[config.mk]
export PLATFORM = sky130hd
export DESIGN_NAME = wptr_full_level
export DESIGN_NICKNAME = d
export VERILOG_FILES = /design/src/rtl/wptr_full_level.sv
export SDC_FILE = /design/constraint.sdc
export NUM_CORES = 1
export LEC_CHECK = 0
export BUFFER_PORTS_ARGS = -buffer_cell sky130_fd_sc_hd__buf_2
export CAP_MARGIN = 20
export CORE_AREA = 2 2 64 66
export CTS_CLUSTER_DIAMETER = 60
export DETAILED_ROUTE_END_ITERATION = 8
export DIE_AREA = 0 0 66 68
export HOLD_SLACK_MARGIN = 0.08
export PLACE_DENSITY = 0.79
export SLEW_MARGIN = 20
export SYNTH_ARGS = -nofsm -noshare
export SYNTH_HDL_FRONTEND = slang
export SYNTH_SLANG_ARGS = --single-unit
[constraint.sdc]
create_clock -name wclk -period 7.1 [get_ports wclk]
set_input_delay 0.355 -clock wclk [delete_from_list [all_inputs] [get_ports wclk]]
set_output_delay 0.355 -clock wclk [all_outputs]
set_load 0.01 [all_outputs]
[src/rtl/wptr_full_level.sv]
// Write-side FIFO pointer with full, almost-full, fill level and sticky overflow.
// Latency: wen/waddr combinational from winc; wptr and all flags registered, one wclk after the write.
// Backpressure: writes are refused while wfull is set; a refused write raises woverflow.
//
// Ports:
//   wclk, wrst     write clock, synchronous active-high reset
//   winc           write request
//   wq2_rptr       Gray read pointer already synchronised into wclk
//   afull_thresh   almost-full threshold in entries (binary)
//   wovf_clr       clears the sticky overflow flag
//   wen, waddr     memory write enable and address
//   wptr           registered Gray write pointer, for the read-domain synchroniser
//   wfull, walmost_full, wlevel, woverflow   registered status
module wptr_full_level #(
  parameter int ADDR_WIDTH = 9
) (
  input  logic                  wclk,
  input  logic                  wrst,
  input  logic                  winc,
  input  logic [ADDR_WIDTH:0]   wq2_rptr,
  input  logic [ADDR_WIDTH:0]   afull_thresh,
  input  logic                  wovf_clr,
  output logic                  wen,
  output logic [ADDR_WIDTH-1:0] waddr,
  output logic [ADDR_WIDTH:0]   wptr,
  output logic                  wfull,
  output logic                  walmost_full,
  output logic [ADDR_WIDTH:0]   wlevel,
  output logic                  woverflow
);

  localparam int A = ADDR_WIDTH;

  logic [A:0] wbin;
  logic [A:0] wbinnext;
  logic [A:0] wgraynext;
  logic [A:0] rbin;
  logic [A:0] level_next;
  logic [A:0] full_ptr;
  logic       accept;
  logic       full_next;
  logic       afull_next;

  // Only the registered wfull gates the write, so wq2_rptr never reaches wen.
  assign accept    = winc & ~wfull;
  assign wen       = accept;
  assign waddr     = wbin[A-1:0];
  assign wbinnext  = wbin + {{A{1'b0}}, accept};
  assign wgraynext = (wbinnext >> 1) ^ wbinnext;

  // Gray to binary: each bit is the XOR of all Gray bits at or above it.
  always_comb begin
    rbin    = '0;
    rbin[A] = wq2_rptr[A];
    for (int i = A - 1; i >= 0; i--) begin
      rbin[i] = rbin[i+1] ^ wq2_rptr[i];
    end
  end

  // Modulo subtraction keeps the level correct across pointer wrap.
  assign level_next = wbinnext - rbin;

  // Full when the write pointer is one lap ahead of the read pointer:
  // in Gray code that means the top two bits inverted, the rest equal.
  assign full_ptr   = {~wq2_rptr[A:A-1], wq2_rptr[A-2:0]};
  assign full_next  = (wgraynext == full_ptr);
  assign afull_next = (level_next >= afull_thresh);

  always_ff @(posedge wclk) begin
    if (wrst) begin
      wbin         <= '0;
      wptr         <= '0;
      wlevel       <= '0;
      wfull        <= 1'b0;
      walmost_full <= 1'b0;
      woverflow    <= 1'b0;
    end else begin
      wbin         <= wbinnext;
      wptr         <= wgraynext;
      wlevel       <= level_next;
      wfull        <= full_next;
      walmost_full <= afull_next;
      // A refused write outranks a simultaneous clear.
      if (winc && wfull) begin
        woverflow <= 1'b1;
      end else if (wovf_clr) begin
        woverflow <= 1'b0;
      end
    end
  end

endmodule

==> results of run 1 <==
-- logic make-up (layout without fill, tap and decap cells) --
| kind of cell | count (synthesis) | in the layout | share of synthesized area |
|---|---|---|---|
| compound gates | 30 | 30 | 0.09159 |
| xor+xnor | 44 | 44 | 0.2184 |
| fa+ha+maj | 23 | 23 | 0.1460 |
| buf+inv | 23 | 84 | 0.04270 |
| flops | 32 | 32 | 0.3168 |
| mux | 1 | 1 | 0.004951 |
| simple gates | 75 | 75 | 0.1795 |
-- routing by layer --
layer,GRT usage,up-vias,routed length (µm)
li1,-,864,-
met2,0.3321,43,1833
met3,0.05263,8,241
met5,0,-,0
met1,0.2334,745,1768
met4,0.09184,0,87
-- final timing paths --
check                          from                 endpoint  slack, ps  depth (start not counted)
max                     wq2_rptr[9]  walmost_full$_SDFF_PP0_       2720                         23
min                            winc   woverflow$_SDFFE_PP0P_        330                          3
min reg2reg  woverflow$_SDFFE_PP0P_   woverflow$_SDFFE_PP0P_        480                          2
max reg2reg        wfull$_SDFF_PP0_  walmost_full$_SDFF_PP0_       3230                         16
-- state kept, by name, indices dropped and copies added, names as in the netlist --
name	cells
wlevel	10
wptr	10
wbin	9
walmost_full	1
wfull	1
woverflow	1
-- cell type report --
type,count,area (µm²),share of cell area
multi-input cells,173,1295,0.5262
well taps,50,62.56,0.02542
clock inverters,2,35.03,0.01423
inverters,20,75.07,0.03050
clock buffers,6,72.57,0.02949
repair buffers,56,280.3,0.1139
flip-flops and latches,32,640.6,0.2603
-- worst max-delay path, cell delays in order --
cell      delay (ps)
buf_2            120
xnor2_2          230
xor2_2           230
xor2_2           220
xor2_2           220
xor2_2           290
xor2_4           260
xnor2_1          140
ha_1             210
fa_1             410
nor2b_1          140
o21ai_0          100
a21boi_0         320
o21ai_0          160
a21oi_1          190
xor2_1           220
ha_1             260
o21ai_0           70
nand2b_1          70
a21oi_1          150
nor2_1            50
o21ai_0          100
a21oi_1           50
-- stage by stage --
stage / setup WS [ps] / hold WS, ps
finish: 2717 / 328.3
global route: 2256 / 340.9
CTS: 2715 / 328.0
detailed placement: 2432 / 484.6
global placement: 2623 / 454.3
floorplan: 3032 / 489.0
-- where the power goes --
part           switching, mW  leakage [nW]  internal, mW
logic                  0.120         0.923         0.109
registers            0.00505         0.262         0.200
clock network         0.0698        0.0552         0.104
total                  0.194          1.24         0.413
-- cells in the final DEF (no fill, tap or decap), types with 4 or more instances in the layout --
cell,Yosys,layout
a21oi_1,9,9
xor2_2,4,4
buf_2,0,56
nand2_1,7,7
ha_1,22,22
xor2_1,17,17
nand3_1,7,7
inv_1,20,20
nor2_1,30,30
o21a_1,5,5
o21ai_0,7,7
nor3_1,9,9
clkbuf_8,0,5
nor2b_1,13,13
xnor2_1,21,21
dfxtp_1,32,32
==> key figures, run 1 <==
Outcome
  • Status: completed

Floorplanning
  • CORE AREA: 3856 µm²
  • Initial core utilization: 0.5243
  • Row cnt: 23
  • Die Area: 4488 µm²
  • Die H: 68 µm
  • Chip width: about 66 µm
  • Top Ports: 57

Placed design
  • Dpl hpwl: 3026 µm
  • Post-Place Cells: 331
  • Final GP Congestion: 0.8100
  • Placement Cell Area: 2354 µm²
  • IO buf count: 56

Drt
  • DRC: 0
  • WL/cell: 11.59 µm
  • DRT iter0 DRCs: 66
  • DR pass1 iterations: 4
  • Final wirelength: approximately 3900 µm
  • DR vias: 1660
  • Vias per inst: 4.897
  • Final antenna-violating net count: 0

GRT
  • First-pass GRT wire length: 6603 µm
  • Vias in the first global route: 1564
  • Largest net degree at the start of global routing: 34
  • GRT overflow: 0
  • Total track usage: 0.1963
  • Initial antenna violation count: 0

Flow run
  • Max-Cap Viols: 0

Synthesis
  • Number of flops mapped to enable cells by yosys: 0
  • FF+latch count, synth: 32
  • Top post-synthesis cells by count: 32 x dfxtp_1, 30 x nor2_1, 22 x ha_1, 21 x xnor2_1, 20 x inv_1
  • Unique masters post-synth: 32
  • Synth warnings: 0
  • Mapped Cells: 228
  • Register area share after synthesis: 0.3168
  • Area leader, netlist: dfxtp_1
  • Syn Nets: roughly 280
  • Fraction of registers with async set/reset: 0
  • Synth top area share: 0.3168
  • Synthesized area: 2022 µm²
  • Area contributors post-synth: dfxtp_1 32%, ha_1 14%, xnor2_1 9.1%
  • Mapped Avg Cell Area: roughly 8.9 µm²
  • Predominant post-synthesis flop cell: dfxtp_1
  • Top-count cell post-synth: dfxtp_1

Layout
  • Diodes inserted: 0
  • Fill cells: 341
  • Fin area: 2461 µm²
  • Fin nets: roughly 340
  • Layout cells sized above 1: 0.2388
  • Final cell count without fillers: 339
  • Final core occ: 0.6382
  • Area Growth Syn to Fin: 21.72%

Clock network
  • Setup bufs post-CTS: 0
  • Post-cts gate resize count: 0
  • Post-CTS Hold Buffers: 0
  • Clock buffer depth: 2
  • Worst-path clk slew: approximately 70 ps
  • H-Tree Depth: 2
  • Root buf cell: clkbuf_8
  • TritonCTS clock tree: done
  • Clk sinks: 32
  • Clock buffer count from CTS: 5
  • Worst-skew pair later-pin latency: 290 ps

Timing
  • Fin Clk Skew: between 5 and 6 ps
  • Least-Margin Pin Slew: 608.5 ps
  • Setup Viol. Count Final: 0
  • Hold Vio Cnt, Final: 0
  • Slew Limit Fails: 0
  • RSZ-0062 raised after global routing: false
  • F_max: 0.2282 GHz
  • Slew HR: 0.5930
  • Setup_tns: 0 ps
  • Fin crit period: between 4000 and 5000 ps
  • Final period util: 0.6173

Setup path
  • Top fanout value on the critical path: 5
  • CP required: 7280 ps
  • Kind of critical path: input port to flip-flop
  • CP Data Arrival Time: between 4000 and 5000 ps
  • Nature of the critical path startpoint: input port
  • Crit path capture type: flip-flop

Power and ir drop
  • Power, Total: around 0.61 mW
  • Pleak: 1.240 nW
  • VDD IR max: 0.1265 mV
  • Pwr/cell area: between 200 and 250 nW/µm²

Min path
  • Hold WC Path Type: input port to flip-flop
No activity file was read; power rests on OpenSTA's default activity.
==> run 2: changes to the inputs <==
--- a/config.mk
+++ b/config.mk
@@ -7,12 +7,12 @@
 export LEC_CHECK = 0
 export BUFFER_PORTS_ARGS = -buffer_cell sky130_fd_sc_hd__buf_2
 export CAP_MARGIN = 20
-export CORE_AREA = 2 2 64 66
+export CORE_AREA = 2 2 69 71
 export CTS_CLUSTER_DIAMETER = 60
 export DETAILED_ROUTE_END_ITERATION = 8
-export DIE_AREA = 0 0 66 68
+export DIE_AREA = 0 0 71 73
 export HOLD_SLACK_MARGIN = 0.08
-export PLACE_DENSITY = 0.79
+export PLACE_DENSITY = 0.71
 export SLEW_MARGIN = 20
 export SYNTH_ARGS = -nofsm -noshare
 export SYNTH_HDL_FRONTEND = slang
==> constraint.sdc (replaced) <==
create_clock -name wclk -period 3.6 [get_ports wclk]
set_input_delay 0.18 -clock wclk [delete_from_list [all_inputs] [get_ports wclk]]
set_output_delay 0.18 -clock wclk [all_outputs]
set_load 0.01 [all_outputs]
==> key figures, run 2 (synthesized netlist as in run 1, its figures left out) <==
Placed design
  • Final GP Congestion: 0.7982
  • Dpl hpwl: 3283 µm
  • Pre-CTS setup slack: -571.4 ps
  • IO buf count: 56

Setup path
  • CP required: 3770 ps
  • Slowest Stage Delay on Critical Path: 290 ps
  • Nature of the critical path startpoint: input port
  • Top fanout value on the critical path: 5
  • CP Buf/Inv Count: 2
  • Crit path capture type: flip-flop
  • Most used cell along the critical path: xor2_2
  • Critical register-to-register path startpoint: wfull$_SDFF_PP0_
  • CP Data Arrival Time: 3980 ps
  • CP max-delay cell: xor2_2
  • Delay-heaviest family, CP: XOR/XNOR gates
  • Worst Setup SP: wq2_rptr[9]
  • Kind of critical path: input port to flip-flop
  • Critical-path cell list: buf_8 > xnor2_4 > xor2_2 > xor2_2 > xor2_2 > xor2_2 > xor2_4 > buf_4 > xor2_1 > ha_1 > o21a_1 > o21a_1 > o21a_1 > a31oi_2 > xnor2_2 > ha_1 > a21oi_1 > o21ai_0 > o21ai_1 > a21oi_1

Min path
  • Start point of the worst hold path: winc
  • Hold WC Path Type: input port to flip-flop

Timing
  • F_max: between 0.2 and 0.3 GHz
  • Final period util: 1.059
  • Setup Viol. Count Final: 1
  • Least-Margin Pin Slew: 604.8 ps
  • Setup_tns: -212.4 ps
  • Worst hold margin: 148.2 ps
  • RSZ-0062 raised after global routing: true
  • Slew HR: 0.5968
  • Slew Limit Fails: 0
  • Fin crit period: around 3800 ps
  • Hold Vio Cnt, Final: 0
  • Final WS setup: -212.4 ps
  • Fin Clk Skew: 2.799 ps

Clock network
  • Clk sinks: 32
  • Root buf cell: clkbuf_8
  • TritonCTS clock tree: done
  • Clock buffer count from CTS: 5
  • Worst-path clk slew: 70 ps
  • Worst-skew pair later-pin latency: around 280 ps
  • Clock buffer depth: 2
  • H-Tree Depth: 2

Drt
  • Final antenna-violating net count: 0
  • DR pass1 iterations: 6
  • Vias per inst: 4.796
  • Final wirelength: 4342 µm
  • DRC: 0
  • DRT iter0 DRCs: 108
  • WL/cell: ~12 µm
  • DR vias: between 1500 and 2000

Power and ir drop
  • Pwr/cell area: 476.2 nW/µm²
  • Pleak: 1.403 nW
  • VDD IR max: 0.2705 mV

Layout
  • Commonest non-fill, non-tap cell in the layout: buf_2
  • Most frequent cells in the layout: 54 x buf_2, 32 x dfxtp_1, 30 x nor2_1, 30 x buf_4, 21 x ha_1
  • Regs by FF count: wlevel x10, wptr x10, wbin x9
  • Fin nets: 365
  • Area Growth Syn to Fin: 35.95%
  • Layout cells sized above 1: 0.3292
  • Final core occ: 0.6061
  • Diodes inserted: 0

Floorplanning
  • Top Ports: 57
  • CORE AREA: ~4500 µm²
  • Die H: 73 µm
  • Initial core utilization: 0.4458
  • Chip width: 71 µm
  • Die Area: 5183 µm²
  • Row cnt: 25

GRT
  • Initial antenna violation count: 0
  • Largest net degree at the start of global routing: 34
  • First-pass GRT wire length: 7314 µm
  • Vias in the first global route: 1658
  • Total track usage: 0.1783
  • GRT overflow: 0

Outcome
  • Failing checks: negative setup slack
  • Status: finished with violations

Flow run
  • Max-Cap Viols: 0
## run 2: cell types whose count changed in the layout (fill, tap and decap cells not counted), sizes merged
cell / previous run / this run
buf: 56 / 86
## run 2: cell type report
type | count | area [µm²]
fillers | 398 | 1787
repair buffers | 86 | 521.8
clock buffers | 6 | 72.57
inverters | 20 | 75.07
well taps | 54 | 67.56
clock inverters | 2 | 35.03
multi-input cells | 173 | 1336
flip-flops and latches | 32 | 640.6
## run 2: metrics by stage
step	total power [mW]	instances	instance area, µm²
2_1_floorplan	0.7599	228	2046
3_3_place_gp	0.9186	355	2532
3_5_place_dp	0.9257	355	2532
4_1_cts	1.295	368	2694
5_1_grt	1.409	373	2749
6_report	1.309	373	2749
## run 2: path summary, 6_finish.rpt
check	endpoint	slack [ps]	depth (start not counted)
worst max-delay path	walmost_full$_SDFF_PP0_	-210	20
worst min-delay path	woverflow$_SDFFE_PP0P_	150	3
worst max register to register	walmost_full$_SDFF_PP0_	40	17
worst min register to register	woverflow$_SDFFE_PP0P_	470	2
## run 2: per-layer routing
layer	vias up	part of all wire	track usage
met5	-	0	0
met4	0	0.020	0.07547
met3	9	0.054	0.03453
met2	49	0.48	0.2939
met1	804	0.44	0.2293
li1	927	-	-
## run 2: power by group
part	switching (mW)	total [mW]	internal (mW)
clock network	0.137	0.343	0.205
logic	0.266	0.564	0.299
registers	0.00854	0.402	0.393
## run 2: worst register-to-register path: cells and delay by family (launching register included)
family / cells / cell delay [ps]
and+or+nand+nor: 4 / 920
adders and majority gates: 4 / 910
AOI/OAI and AO/OA: 6 / 880
DFF: 1 / 320
xor gates and xnor gates: 2 / 300
buffers and inverters: 1 / 120
## run 2: timing repair
item	4_1_cts	5_1_grt
gates resized for setup	7	3
hold buffers	0	0
endpoints found under the setup margin	1	1
setup buffers	5	5
pin swaps	9	9
==> run 3: changes to the inputs <==
--- a/config.mk
+++ b/config.mk
@@ -13,6 +13,7 @@
 export DIE_AREA = 0 0 71 73
 export HOLD_SLACK_MARGIN = 0.08
 export PLACE_DENSITY = 0.71
+export RECOVER_POWER = 100
 export SLEW_MARGIN = 20
 export SYNTH_ARGS = -nofsm -noshare
 export SYNTH_HDL_FRONTEND = slang
==> key figures, run 3 (synthesized netlist as in run 1, its figures left out) <==
Setup path
  • Critical-path cell list: buf_8 > xnor2_4 > xor2_2 > xor2_2 > xor2_2 > xor2_2 > xor2_4 > buf_4 > xor2_1 > ha_1 > o21a_1 > o21a_1 > o21a_1 > a31oi_2 > xnor2_2 > ha_1 > a21oi_1 > o21ai_0 > o21ai_1 > a21oi_1
  • Top fanout value on the critical path: 5
  • CP Data Arrival Time: 3990 ps
  • CP Buf/Inv Count: 2
  • Slowest Stage Delay on Critical Path: between 200 and 300 ps
  • Kind of critical path: input port to flip-flop
  • CP required: 3770 ps
  • Most used cell along the critical path: xor2_2
  • Crit path capture type: flip-flop
  • Nature of the critical path startpoint: input port
  • CP max-delay cell: xor2_2
  • Delay-heaviest family, CP: XOR/XNOR gates

Layout
  • Regs by FF count: wlevel x10, wptr x10, wbin x9
  • Commonest non-fill, non-tap cell in the layout: clkbuf_1
  • Diodes inserted: 0
  • Layout cells sized above 1: 0.2069
  • Most frequent cells in the layout: 40 x clkbuf_1, 32 x dfxtp_1, 30 x nor2_1, 24 x buf_4
  • Final cell count without fillers: 373
  • Area Growth Syn to Fin: 32.80%
  • Fin nets: 365
  • Final core occ: 0.5920

Drt
  • DR vias: around 1800
  • DR pass1 iterations: 6
  • DRT iter0 DRCs: ~110
  • DRC: 0
  • Vias per inst: 4.807
  • Final antenna-violating net count: 0
  • Final wirelength: about 4400 µm
  • WL/cell: roughly 12 µm

GRT
  • Total track usage: 0.1783
  • Initial antenna violation count: 0
  • GRT overflow: 0
  • First-pass GRT wire length: 7314 µm
  • Vias in the first global route: 1658
  • Largest net degree at the start of global routing: 34

Floorplanning
  • Die Area: between 5000 and 6000 µm²
  • Row cnt: 25
  • Die H: 73 µm
  • Initial core utilization: 0.4458
  • Top Ports: 57
  • Chip width: 71 µm
  • CORE AREA: between 4000 and 5000 µm²

Clock network
  • Clock buffer depth: 2
  • Worst-skew pair later-pin latency: around 280 ps
  • Clock buffer count from CTS: 5
  • Worst-path clk slew: 70 ps
  • H-Tree Depth: 2
  • Clk sinks: 32
  • TritonCTS clock tree: done
  • Root buf cell: clkbuf_8

Timing
  • RSZ-0062 raised after global routing: true
  • Worst hold margin: between 100 and 150 ps
  • F_max: 0.2622 GHz
  • Least-Margin Pin Slew: a little over 600 ps
  • Final WS setup: -214.4 ps
  • Fin crit period: 3814 ps
  • Slew HR: 0.5976
  • Setup Viol. Count Final: 1
  • Final period util: 1.060
  • Hold Vio Cnt, Final: 0
  • Fin Clk Skew: approximately 2.2 ps
  • Slew Limit Fails: 0

Power and ir drop
  • Pleak: 1.251 nW
  • Pwr/cell area: around 480 nW/µm²
  • VDD IR max: approximately 0.27 mV

Placed design
  • Post-Place Cells: around 360
  • Dpl hpwl: 3283 µm
  • Final GP Congestion: approximately 0.80
  • IO buf count: 56

Outcome
  • Status: finished with violations
  • Failing checks: negative setup slack

Flow run
  • Max-Cap Viols: 0

Min path
  • Hold WC Path Type: input port to flip-flop
[run 3: changes by cell type in the layout (fill, tap and decap cells not counted)]
cell      change
buf_4         -6
buf_2        -33
clkbuf_1     +39
[run 3: layout make-up]
type                    instances  area [µm²]
repair buffers                 86       457.9
fillers                       417        1851
clock inverters                 2       35.03
clock buffers                   6       72.57
flip-flops and latches         32       640.6
multi-input cells             173        1336
well taps                      54       67.56
inverters                      20       75.07
[run 3: what timing repair did]
action | 4_1_cts | 5_1_grt
endpoints found under the setup margin | 1 | 1
hold buffers | 0 | 0
resized for setup | 7 | 3
setup buffers | 5 | 5
pin swaps | 9 | 9
[run 3: worst min-delay path, stage by stage]
cell and delay, ps:
buf_2 100, nand2_1 50, a21oi_1 50
[run 3: path summary, 6_finish.rpt]
path,startpoint,end,slack (ps),depth (start not counted)
worst max-delay path,wq2_rptr[9],walmost_full$_SDFF_PP0_,-210,20
worst min-delay path,winc,woverflow$_SDFFE_PP0P_,150,3
worst max register to register,wfull$_SDFF_PP0_,walmost_full$_SDFF_PP0_,30,17
worst min register to register,wfull$_SDFF_PP0_,woverflow$_SDFFE_PP0P_,470,2
[run 3: routing by layer]
metal,wire [µm],GRT usage,vias up
li1,-,-,931
met3,272,0.03453,9
met1,1907,0.2293,794
met5,0,0,-
met2,2101,0.2939,59
met4,88,0.07547,0
[run 3: power by group]
group,switching (mW),total [mW],internal [mW]
registers,0.00970,0.403,0.394
logic,0.265,0.553,0.288
clock network,0.136,0.341,0.205
total,0.411,1.30,0.887
[run 3: metrics by stage]
stage	area (µm²)	TNS [ps]	total power, mW	worst slack [ps]
detailed placement	2532	-571.4	0.9257	-571.4
global route	2685	-540.3	1.398	-540.3
floorplan	2046	-125.7	0.7599	-125.7
finish	2685	-214.4	1.297	-214.4
CTS	2694	-156.1	1.295	-156.1
global placement	2532	-525.2	0.9186	-525.2
